**config.mk**
```make
export PLATFORM = sky130hd
export DESIGN_NAME = bbox_frag_scanner
export DESIGN_NICKNAME = d
export VERILOG_FILES = /design/src/rtl/bbox_frag_scanner.sv
export SDC_FILE = /design/constraint.sdc
export NUM_CORES = 1
export LEC_CHECK = 0
export CORE_AREA = 2 2 88 90
export CTS_BUF_LIST = sky130_fd_sc_hd__clkbuf_8
export DETAILED_ROUTE_END_ITERATION = 8
export DIE_AREA = 0 0 90 92
export GPL_TIMING_DRIVEN = 0
export PLACE_DENSITY_LB_ADDON = 0.12
export SLEW_MARGIN = 25
export SYNTH_ARGS = -nofsm -noshare
export SYNTH_HDL_FRONTEND = slang
export SYNTH_SLANG_ARGS = --single-unit
```
**constraint.sdc**
```tcl
create_clock -name clk -period 4 [get_ports clk]
set_input_delay 0.6 -clock clk [delete_from_list [all_inputs] [get_ports clk]]
set_output_delay 0.6 -clock clk [all_outputs]
set_load 0.1 [all_outputs]
```
**src/rtl/bbox_frag_scanner.sv**
```systemverilog
// Bounding-box fragment scanner: walks every lattice point of an accepted box,
// one fragment per cycle on a ready/valid stream, in raster or serpentine order.
module bbox_frag_scanner #(
    parameter int COORD_W    = 11,
    parameter int XSTEP      = 1,
    parameter int YSTEP      = 1,
    parameter int SERPENTINE = 0
) (
    input  logic               clk,
    input  logic               rst,
    input  logic               in_valid,
    output logic               in_ready,
    input  logic [COORD_W-1:0] min_x,
    input  logic [COORD_W-1:0] max_x,
    input  logic [COORD_W-1:0] min_y,
    input  logic [COORD_W-1:0] max_y,
    input  logic               abort,
    output logic               out_valid,
    input  logic               out_ready,
    output logic [COORD_W-1:0] out_x,
    output logic [COORD_W-1:0] out_y,
    output logic               out_first,
    output logic               out_last,
    output logic               busy
);

    typedef enum logic {IDLE = 1'b0, SCAN = 1'b1} state_t;

    localparam logic [COORD_W:0] XSTEP_W = (COORD_W+1)'(XSTEP);
    localparam logic [COORD_W:0] YSTEP_W = (COORD_W+1)'(YSTEP);
    localparam bit               SERP    = (SERPENTINE != 0);

    state_t             state_q, state_d;
    logic [COORD_W-1:0] x_q, y_q;
    logic [COORD_W-1:0] min_x_q, max_x_q, max_y_q;
    logic               row_q;
    logic               first_q;

    logic               accept, degen, adv;
    logic               reverse, next_rev;
    logic [COORD_W:0]   x_ext, nx_fwd, nx_rev, rev_lim, ny;
    logic               row_more, col_more, box_end;
    logic [COORD_W-1:0] row_start_x;

    assign accept = in_valid && (state_q == IDLE);
    assign degen  = (min_x > max_x) || (min_y > max_y);
    assign adv    = (state_q == SCAN) && out_ready;

    // All step arithmetic runs one bit wider so bounds at the max code cannot wrap.
    assign reverse  = SERP && row_q;
    assign next_rev = SERP && !row_q;
    assign x_ext    = {1'b0, x_q};
    assign nx_fwd   = x_ext + XSTEP_W;
    assign nx_rev   = x_ext - XSTEP_W;
    assign rev_lim  = {1'b0, min_x_q} + XSTEP_W;
    assign ny       = {1'b0, y_q} + YSTEP_W;
    assign row_more = reverse ? (x_ext >= rev_lim) : (nx_fwd <= {1'b0, max_x_q});
    assign col_more = (ny <= {1'b0, max_y_q});
    assign box_end  = !row_more && !col_more;

    // A reverse row starts where the forward row ended: that x is already the
    // row's last lattice point, so no division by XSTEP is needed.
    assign row_start_x = next_rev ? x_q : min_x_q;

    always_ff @(posedge clk) begin
        if (rst) state_q <= IDLE;
        else     state_q <= state_d;
    end

    always_comb begin
        state_d = state_q;
        case (state_q)
            IDLE: if (accept && !degen) state_d = SCAN;
            SCAN: begin
                if (abort)                 state_d = IDLE;
                else if (adv && box_end)   state_d = IDLE;
            end
            default: state_d = IDLE;
        endcase
    end

    always_comb begin
        in_ready  = (state_q == IDLE);
        busy      = (state_q == SCAN);
        out_valid = (state_q == SCAN);
        out_first = (state_q == SCAN) && first_q;
        out_last  = (state_q == SCAN) && box_end;
        out_x     = x_q;
        out_y     = y_q;
    end

    always_ff @(posedge clk) begin
        if (rst) begin
            x_q     <= '0;
            y_q     <= '0;
            min_x_q <= '0;
            max_x_q <= '0;
            max_y_q <= '0;
            row_q   <= 1'b0;
            first_q <= 1'b0;
        end else if (accept && !degen) begin
            x_q     <= min_x;
            y_q     <= min_y;
            min_x_q <= min_x;
            max_x_q <= max_x;
            max_y_q <= max_y;
            row_q   <= 1'b0;
            first_q <= 1'b1;
        end else if (adv && !abort) begin
            first_q <= 1'b0;
            if (row_more) begin
                x_q <= reverse ? nx_rev[COORD_W-1:0] : nx_fwd[COORD_W-1:0];
            end else if (col_more) begin
                y_q   <= ny[COORD_W-1:0];
                row_q <= ~row_q;
                x_q   <= row_start_x;
            end
        end
    end

endmodule

```
== After elaboration in Yosys (flattened, before gate mapping) ==
Index checks and enable logic that the tools add are counted.
W data, S select, Z words.

* Bits in registers: 57
* Output and inout port bits: 27
* Word-level logic and storage cells: 47

* Add/sub/neg operators: 2
* Order comparisons: 4
* Equality and inequality tests: 1
* Muxes and demuxes: 14
* Bitwise operators: 1
* Reduce and logical (&&, ||, !) cells: 18

{| class="wikitable"
|+ Operator list
! cell !! number
|-
| $mux W11 || 8
|-
| $add A11 B1 Y12 const B || 2
|-
| $le A12 B11 Y1 || 2
|-
| $gt A11 B11 Y1 || 2
|-
| $logic_and A1 B1 Y1 || 8
|-
| $mux W1 || 5
|-
| $logic_not A1 Y1 || 4
|-
| $reduce_bool A2 Y1 || 2
|-
| $reduce_and A3 Y1 || 1
|-
| $reduce_bool A3 Y1 || 1
|-
| $ne A2 B1 Y1 const B || 1
|-
| $pmux W1 S2 || 1
|-
| $reduce_and A2 Y1 || 1
|-
| $logic_or A1 B1 Y1 || 1
|-
| $not A1 Y1 || 1
|}

== Logic depth before layout (Yosys ltp) ==
Gate-level depths: netlist of run 1.

* Depth after elaboration: 8
* Mapped depth: 16

== Worst setup path before layout of run 1 ==
Ideal clock, no wire load.

* Path type: reg2out
* Start: register y_q[0] (netlist: out_y[0])
* End: output port out_last
* Arrival time: 5.313 ns
* Required time: 3.400 ns
* Path slack: -1.913 ns
* Stages on the path, launching flop included: 13
* Buffers on the path: 0
* Cells stage by stage: dfxtp_1 -> ha_1 -> nand3_1 -> nor2_1 -> nand3_1 -> or2_1 -> xnor2_1 -> ha_1 -> nand3_1 -> nor2_1 -> o221ai_1 -> a21o_4 -> nor3_1

* Word-level cells in the longest chain between the ends: 5

{| class="wikitable"
|+ Ends and longest elaborated chain
! element !! RTL line !! RTL
|-
| from (decl) || 34 || <nowiki>logic [COORD_W-1:0] x_q, y_q;</nowiki>
|-
| from (signal assigned) || 103 || <nowiki>y_q <= min_y;</nowiki>
|-
| from (signal assigned) || 114 || <nowiki>y_q <= ny[COORD_W-1:0];</nowiki>
|-
| $add A11 B1 Y12 || 56 || <nowiki>assign ny = {1'b0, y_q} + YSTEP_W;</nowiki>
|-
| $le A12 B11 Y1 || 58 || <nowiki>assign col_more = (ny <= {1'b0, max_y_q});</nowiki>
|-
| $logic_not A1 Y1 || 59 || <nowiki>assign box_end = !row_more && !col_more;</nowiki>
|-
| $logic_and A1 B1 Y1 || 59 ||
|-
| $logic_and A1 B1 Y1 || 87 || <nowiki>out_last = (state_q == SCAN) && box_end;</nowiki>
|-
| to (decl) || 23 || <nowiki>output logic out_last,</nowiki>
|}

Every way passes these cells.

== Final worst setup path of run 1 ==
Same ends and word-level chain as after synthesis.

==> results.txt, run 1 <==
The simple-gate share of the synthesized area is 20.3%. The synthesized area divided by synthesized cell count came out at 8.14 sq um. The post-synth net total came out at 572. After floorplanning, the core was sized to cover 7450 sq um. The worst-skew pair later-pin latency came out at 0.35 ns. The clock transition time at the flip-flop clock pins of the worst setup and hold paths came out at 0.07 ns. The routed via count is 3,827. The count of antenna-violating nets left after detailed routing came out at 0. The transition time at the pin with the least slew margin came out at 0.985 ns. STA classifies the critical path endpoint as a primary output.

Of the synthesized area, sequential elements account for 29.4%. Clock tree synthesis found a total of 57 sinks. For this run, the detailed router's first-pass iteration total came to 4. The cell area after technology mapping came out at 3880 sq um. The fraction of final layout cells with drive strength greater than 1 is 11.1%. The number of pins with negative max-slew slack in the final report is 0. The average wire per cell in the routed design is 16.4 um. The port buffer count came out at 74. The number of instances in the synthesized netlist is 477. The number of ports placed on the die boundary came out at 76. TritonCTS built the clock tree. Relative to the synthesized area, the layout overhead comes to 30.5%. Across every metal layer, demand over resource in global routing totals 27.1%. The clock passes through at most 2 buffers. The wire length of the first global-routing pass came out at 17,800 um. The antenna diode instance count came out at 0.

The synthesized-area fraction occupied by xor and xnor cells is 4.29%. The critical path is of the flop to primary output type. The library cell used most frequently in the layout, excluding fill and tap cells, is sky130_fd_sc_hd__nor2_1. In this run the worst hold path is classified as flop to flop. The portion of netlist area occupied by mux cells came out at 4.19%.

The final weighted congestion in routability-driven placement came out at 0.867. TritonCTS created 9 clock buffers. The tree is rooted in a sky130_fd_sc_hd__clkbuf_8. The H-tree depth is 3.

The starting density of the core is 52.1%. The startpoint identified for the worst register-to-register timing path is out_y[0]. The maximum clock frequency is 0.259 GHz. The detail-routed via count per cell is 5.72. The post-route core utilization is 68.0%. The number of setup buffers added after CTS is 0. In the post-route analysis, the smallest setup slack over all paths is 0.143 ns. The tool flagged a number of max-cap violations equal to 0.

The die covers 8280 sq um. The number of cells in the design after placement came out at 653. The clock arrives with 0.00890 ns of skew.

The number of enable flip-flop cells after synthesis is 0. The total global routing overflow came out at 0. The die is 92 um tall. After clock tree synthesis, the flow added hold-fix buffers numbering 0. The flow ran to the end, and the final reports show no timing, DRC or antenna violations. The required arrival time at the worst endpoint came out at 3.40 ns. The estimated wirelength of the detail-placed design is 8350 um. The most frequently used flop master after synthesis is sky130_fd_sc_hd__dfxtp_1. The analysis attributes to cell leakage a power of 2.14 nW. The number of rows in the core area came out at 32. The number of violations reported at the end of detailed-routing iteration 0 came out at 202.

For flop-to-flop paths, the worst setup slack is 0.36 ns. The number of fillers in the final layout came out at 651. The synthesized design contains 57 register bits. The largest net degree at the start of global routing is 11. In the finished design, the share of the clock period the worst path needs comes to 96.4%. The proportion of synthesized flip-flops having asynchronous set or reset is 0%. The critical path starts at out_y[0]. The final routed wirelength across all metal layers is 10,900 um. The total DRC errors in the routed layout came out at 0. The non-filler instance count after layout came out at 669.

The worst setup timing slack at the placement stage came out at -0.476 ns. The initial antenna violation count came out at 0. The critical hold path startpoint is first_q. The floorplan step set the die width to 90 um.

For this run, the post-layout net count is 657. STA classifies the critical path startpoint as a flop. After synthesis, the largest family of logic cells by area is simple AND/OR/NAND/NOR gates. The final sum of negative setup slack is 0 ns. The number of distinct library cells after synthesis is 56. The arrival time at the worst endpoint came out at 3.26 ns. The post-synthesis compound-gate area fraction came out at 19.3%. The number of hold violations in the final report is 0. The arithmetic-cell share of the synthesized area counting full adders, half adders and majority gates came out at 14.8%. In the layout the commonest cells are sky130_fd_sc_hd__nor2_1, sky130_fd_sc_hd__clkdlybuf4s50_1, sky130_fd_sc_hd__inv_1.

Yosys printed 0 warnings. The number of global-route vias before repair came to 3,706. The count of final setup violators is 0. The largest fanout on the critical path is 7. The worst ir drop on vdd came out at 0.000319 V. The relative slew slack is 34.2%. The power density over the cells is 465 nW/um^2. The final critical-path required period is 3.86 ns.
==> metal layers <==
metal / wire (um) / vias up / global-route usage, %
met5: 0 / - / 0
met4: 337 / 0 / 11.9
met3: 544 / 25 / 3.86
met2: 5660 / 122 / 50.2
met1: 4410 / 1806 / 30.9
li1: - / 1874 / -
==> critical path, stage by stage, from the launching register on <==
cell and delay, ns:
sky130_fd_sc_hd__dfxtp_4 0.39, sky130_fd_sc_hd__ha_4 0.16, sky130_fd_sc_hd__nand3_2 0.17, sky130_fd_sc_hd__nor2_4 0.16
sky130_fd_sc_hd__nand3_1 0.16, sky130_fd_sc_hd__or2_4 0.28, sky130_fd_sc_hd__xnor2_1 0.15, sky130_fd_sc_hd__ha_1 0.33
sky130_fd_sc_hd__nand3_1 0.12, sky130_fd_sc_hd__nor2_1 0.14, sky130_fd_sc_hd__o221ai_1 0.15, sky130_fd_sc_hd__a21o_4 0.29
sky130_fd_sc_hd__nor3_4 0.20, sky130_fd_sc_hd__buf_12 0.20
==> final timing paths <==
kind / cells after the start / to
max: 13 / out_last
min: 2 / first_q
max reg2reg: 15 / out_y[9]
min reg2reg: 2 / first_q
==> stage by stage <==
| step | power (mW) | cell area [sq um] | hold WS [ns] |
|---|---|---|---|
| floorplan | 1.45 | 3940 | 0.432 |
| global placement | 1.69 | 4810 | 0.447 |
| detailed placement | 1.71 | 4810 | 0.461 |
| CTS | 2.34 | 5040 | 0.472 |
| global route | 2.48 | 5070 | 0.505 |
| finish | 2.36 | 5070 | 0.469 |
==> state kept, by name (all words and copies together), names as in the netlist <==
signal and count:
max_x_q 11, max_y_q 11, min_x_q 11, out_x 11
out_y 11, busy 1, first_q 1
==> layout make-up <==
class                   count  area [sq um]  share of cell area [%]
clock inverters             5          77.6                    1.53
plain buffers              23           115                    2.27
flip-flops and latches     57          1170                    23.1
repair buffers             74           751                    14.8
well taps                 102           128                    2.52
multi-input cells         348          2490                    49.1
clock buffers              11           151                    2.99
inverters                  49           184                    3.63
==> Yosys cell counts, types with 2 or more instances <==
cell type	count	area share, %
sky130_fd_sc_hd__clkbuf_1	12	1.2
sky130_fd_sc_hd__nand3b_1	2	0.39
sky130_fd_sc_hd__nand3_1	14	1.8
sky130_fd_sc_hd__a211oi_1	8	1.5
sky130_fd_sc_hd__or4_1	2	0.39
sky130_fd_sc_hd__nand4_1	9	1.5
sky130_fd_sc_hd__buf_4	2	0.39
sky130_fd_sc_hd__a21oi_1	45	5.8
sky130_fd_sc_hd__inv_1	49	4.7
sky130_fd_sc_hd__o2111ai_1	2	0.45
sky130_fd_sc_hd__buf_6	2	0.58
sky130_fd_sc_hd__o221ai_1	3	0.68
sky130_fd_sc_hd__or3_1	10	1.6
sky130_fd_sc_hd__o21ai_0	12	1.5
sky130_fd_sc_hd__a221o_1	11	2.8
sky130_fd_sc_hd__nand2_1	11	1.1
sky130_fd_sc_hd__xor2_1	7	1.6
sky130_fd_sc_hd__xnor2_1	12	2.7
sky130_fd_sc_hd__nor2_1	78	7.5
sky130_fd_sc_hd__buf_1	2	0.19
sky130_fd_sc_hd__mux2i_1	14	3.6
sky130_fd_sc_hd__o31ai_1	4	0.77
sky130_fd_sc_hd__ha_1	46	15
sky130_fd_sc_hd__buf_2	5	0.64
sky130_fd_sc_hd__dfxtp_1	57	29
sky130_fd_sc_hd__nor3_1	14	1.8
sky130_fd_sc_hd__mux2_2	2	0.58
sky130_fd_sc_hd__and3_1	2	0.32
sky130_fd_sc_hd__o211ai_1	2	0.39
sky130_fd_sc_hd__a311oi_1	9	2.0
sky130_fd_sc_hd__and2_1	4	0.64
==> power breakdown <==
part           total, mW  leakage, nW  switching (mW)  internal, mW
Combinational       1.02         1.55           0.661         0.358
Clock              0.635        0.115           0.252         0.382
Sequential         0.704        0.475          0.0690         0.635
==> kinds of logic after synthesis <==
logic type	after synthesis
buffers and inverters	72
AOI/OAI and AO/OA	107
and+or+nand+nor	160
adders and majority gates	46
muxes	16
DFF	57
xor gates and xnor gates	19
==> repair_timing <==
item                       4_1_cts  5_1_grt
hold endpoints to repair         0        0
pin swaps                        0        1
setup endpoints to repair        1        1
resized for setup                7        7
gates cloned                     0        0
Power figures use the tool's default switching activity.
==> run 2, diff against run 1 <==
==> constraint.sdc (replaced) <==
create_clock -name clk -period 3.9 [get_ports clk]
set_input_delay 0.585 -clock clk [delete_from_list [all_inputs] [get_ports clk]]
set_output_delay 0.585 -clock clk [all_outputs]
set_load 0.1 [all_outputs]
==> run 2 against run 1 <==
Non-clock buffer count increased by 2; critical path depth fell by 1; clock-buffer cell count down 2; sequential cell count stayed put; power up 3.9%; critical path type unchanged; largest power group unchanged.
==> results.txt, run 2 (same netlist as run 1, synthesis figures left out) <==
Run status: finished, final reports clean (unchanged). The clock tree buffer depth is 2 (unchanged). The element type at the critical path end is a primary output (unchanged). The number of ports placed on the die boundary is 76 (unchanged). The initial antenna violation count is 0 (unchanged).

The overall die area is 8280 sq um (unchanged). The worst-skew pair later-pin latency came out at 0.35 ns (about the same). The port buffer count is 74 (unchanged). Ordered cell list for the critical path: ha_1 > and2_1 > nand3_1 > xnor2_1 > ha_1 > a211oi_1 > o221ai_1 > o221a_2 > clkbuf_4 > nor2_4 > nor3_4 > buf_12 (was ha_4 > nand3_2 > nor2_4 > nand3_1 > or2_4 > xnor2_1 > ha_1 > nand3_1 > nor2_1 > o221ai_1 > a21o_4 > nor3_4 > buf_12). The die outline width came out at 90 um (unchanged). The routed via count was 3,886 (was 3,827). The relative slew slack is 33.1% (was 34.2%).

The total CTS buffers is 9 (unchanged). The largest net degree at the start of global routing was 12 (was 11). The capture point of the worst reg-to-reg path was out_y[9] (unchanged). The required arrival time at the worst endpoint came out at 3.31 ns (was 3.40 ns). The root buffer cell was sky130_fd_sc_hd__clkbuf_8 (unchanged). The cell occurring most often along the worst timing path is sky130_fd_sc_hd__ha_1 (was sky130_fd_sc_hd__nand3_1). The hold buffer count at CTS came to 0 (unchanged). The fraction of met1 tracks used by global routing is 30.6% (was 30.9%).

The final net count came out at 659 (was 657). The critical path depth in cells came out at 12 (was 13). The startpoint type of the worst setup path was a flop (unchanged). The estimated wirelength of the detail-placed design came out at 8560 um (was 8350 um). The area growth from synthesis to final layout came out at 31.8% (was 30.5%). The total global routing overflow was 0 (unchanged). The global-route usage over all layers is 27.7% (was 27.1%).

The total DRC errors in the routed layout came out at 0 (unchanged). Subtracting the final worst setup slack from the clock period gives 3.75 ns. The number of fillers in the final layout came out at 613 (was 651). The post-route core utilization came to 68.7% (was 68.0%). The number of max-cap violations is 0 (unchanged). The slack of the worst reg-to-reg path came out at 0.26 ns (was 0.36 ns). The cell count of the worst reg-to-reg path came out at 16 (was 15). The path category of the worst min-delay check is flop to flop (unchanged). For this run, the top clock speed supported by timing is 0.266 GHz. The final routed wirelength across all metal layers came out at 11,300 um (was 10,900 um). The class of the most critical setup path is flop to primary output (unchanged). The overall power of the completed layout is 2.45 mW (was 2.36 mW). The layer with the highest usage after global routing is met2 (unchanged). The post-route fraction of the period consumed by the critical path is 96.2%. The detail-routed via count per cell came out at 5.79 (was 5.72). The delay of the slowest cell on the worst path is 0.42 ns (was 0.39 ns).

The transition time at the pin with the least slew margin came out at 1.00 ns (was 0.985 ns). The number of violations reported at the end of detailed-routing iteration 0 is 203 (was 202). The count of antenna-violating nets left after detailed routing is 0 (unchanged). The count of final setup violators came out at 0 (unchanged). The arrival time at the worst endpoint is 3.17 ns (was 3.26 ns). The TritonCTS clock tree is done (unchanged).

The slowest library cell on the worst path is sky130_fd_sc_hd__dfxtp_2 (was sky130_fd_sc_hd__dfxtp_4). The final weighted congestion in routability-driven placement came out at 0.885 (was 0.867). The number of hold violations in the final report is 0 (unchanged). The wire length of the first global-routing pass was 18,200 um (was 17,800 um). The leading cell type in the layout, fill and taps excluded is sky130_fd_sc_hd__nor2_1 (unchanged). The launching point of the worst reg2reg path is out_y[0] (unchanged). The number of sinks handled by clock tree synthesis came to 57 (unchanged). The number of pins with negative max-slew slack in the final report is 0 (unchanged).

The end point of the critical path is out_last (unchanged). The detailed-router iteration count before antenna repair came out at 5 (was 4). The largest fanout on the critical path is 10 (was 7). The clock transition time at the flip-flop clock pins of the worst setup and hold paths is 0.07 ns (about the same).

The source of the critical timing path is out_x[0] (was out_y[0]). The worst clock skew on the final layout was 0.00577 ns (was 0.00890 ns). The core box area is 7450 sq um (unchanged). The critical path buffer and inverter count came to 2 (was 1). The cell family contributing the most delay on the critical path is compound AO/OA/AOI/OAI gates (was simple AND/OR/NAND/NOR gates). Top library cells by usage in the layout, fill and taps aside: sky130_fd_sc_hd__nor2_1, sky130_fd_sc_hd__clkdlybuf4s50_1, sky130_fd_sc_hd__inv_1 (unchanged). The number of global-route vias before repair is 3,768 (was 3,706).

The met3 usage came out at 4.77% (was 3.86%). The number of rows in the core area came out at 32 (unchanged). The antenna diode instance count came to 0 (unchanged).

The final hold slack is 0.476 ns (was 0.469 ns). The H-tree depth came to 3 (unchanged). The total leakage power is 2.15 nW (was 2.14 nW). The power density over the cells came out at 479 nW/um^2 (was 465 nW/um^2).

The starting density of the core came to 52.1% (unchanged). The worst ir drop on vdd is 0.000306 V (was 0.000319 V). The average wire per cell in the routed design is 16.9 um (was 16.4 um). The height of the chip is 92 um (unchanged). The fraction of final layout cells with drive strength greater than 1 was 12.3% (was 11.1%). The routing usage on met2 is 50.2% (unchanged).
run 2: cell types whose count changed in the layout (fill, tap and decap cells not counted), sizes merged:
cell,change
buf,+1
clkbuf,-1
clkinv,+2
run 2: worst reg2reg max path: cells and delay by family (launching register included):
kind | cells | cell delay, ns
AOI/OAI and AO/OA | 4 | 0.92
xor gates and xnor gates | 1 | 0.21
adders and majority gates | 2 | 0.47
buffers and inverters | 2 | 0.29
DFF | 1 | 0.39
and+or+nand+nor | 7 | 1.27
run 2: area by class of cell:
| type | count | area, sq um | area share (%) |
|---|---|---|---|
| Inverter | 49 | 184 | 3.60 |
| Multi-Input combinational cell | 348 | 2520 | 49.2 |
| Buffer | 23 | 118 | 2.30 |
| Timing Repair Buffer | 76 | 766 | 15.0 |
| Clock buffer | 9 | 124 | 2.42 |
| Clock inverter | 7 | 95.1 | 1.86 |
| Sequential cell | 57 | 1180 | 23.1 |
| Tap cell | 102 | 128 | 2.49 |
run 2: worst min-delay path by stage:
stage          cells after the start  slack (ns)     from      end
2_1_floorplan                      2        0.43  first_q  first_q
3_3_place_gp                       2        0.45  first_q  first_q
3_5_place_dp                       2        0.46  first_q  first_q
4_1_cts                            2        0.47  first_q  first_q
5_1_grt                            2        0.51  first_q  first_q
6_report                           2        0.48  first_q  first_q
run 2: report_power, final:
part / leakage [nW] / switching [mW] / internal (mW)
Sequential: 0.476 / 0.0735 / 0.652
Clock: 0.109 / 0.275 / 0.359
Combinational: 1.57 / 0.699 / 0.392
run 2: what timing repair did:
action	4_1_cts	5_1_grt
pin swaps	0	1
resized for setup	7	12
endpoints found under the setup margin	1	2
buffers inserted	0	2
run 2: per-stage QoR:
step	setup TNS, ns	std cells	setup slack, ns	area [sq um]
5_1_grt	-0.00277	671	-0.00277	5120
2_1_floorplan	0	477	0.0388	3960
6_report	0	671	0.148	5120
3_3_place_gp	-0.397	653	-0.397	4820
4_1_cts	0	669	0.0226	5040
3_5_place_dp	-0.466	653	-0.466	4820
run 2: routing by layer:
metal,share of wire [%],vias to the layer above
met4,5.4,0
met3,6.9,42
met1,38,1795
met2,50,177
li1,-,1872
met5,0,-
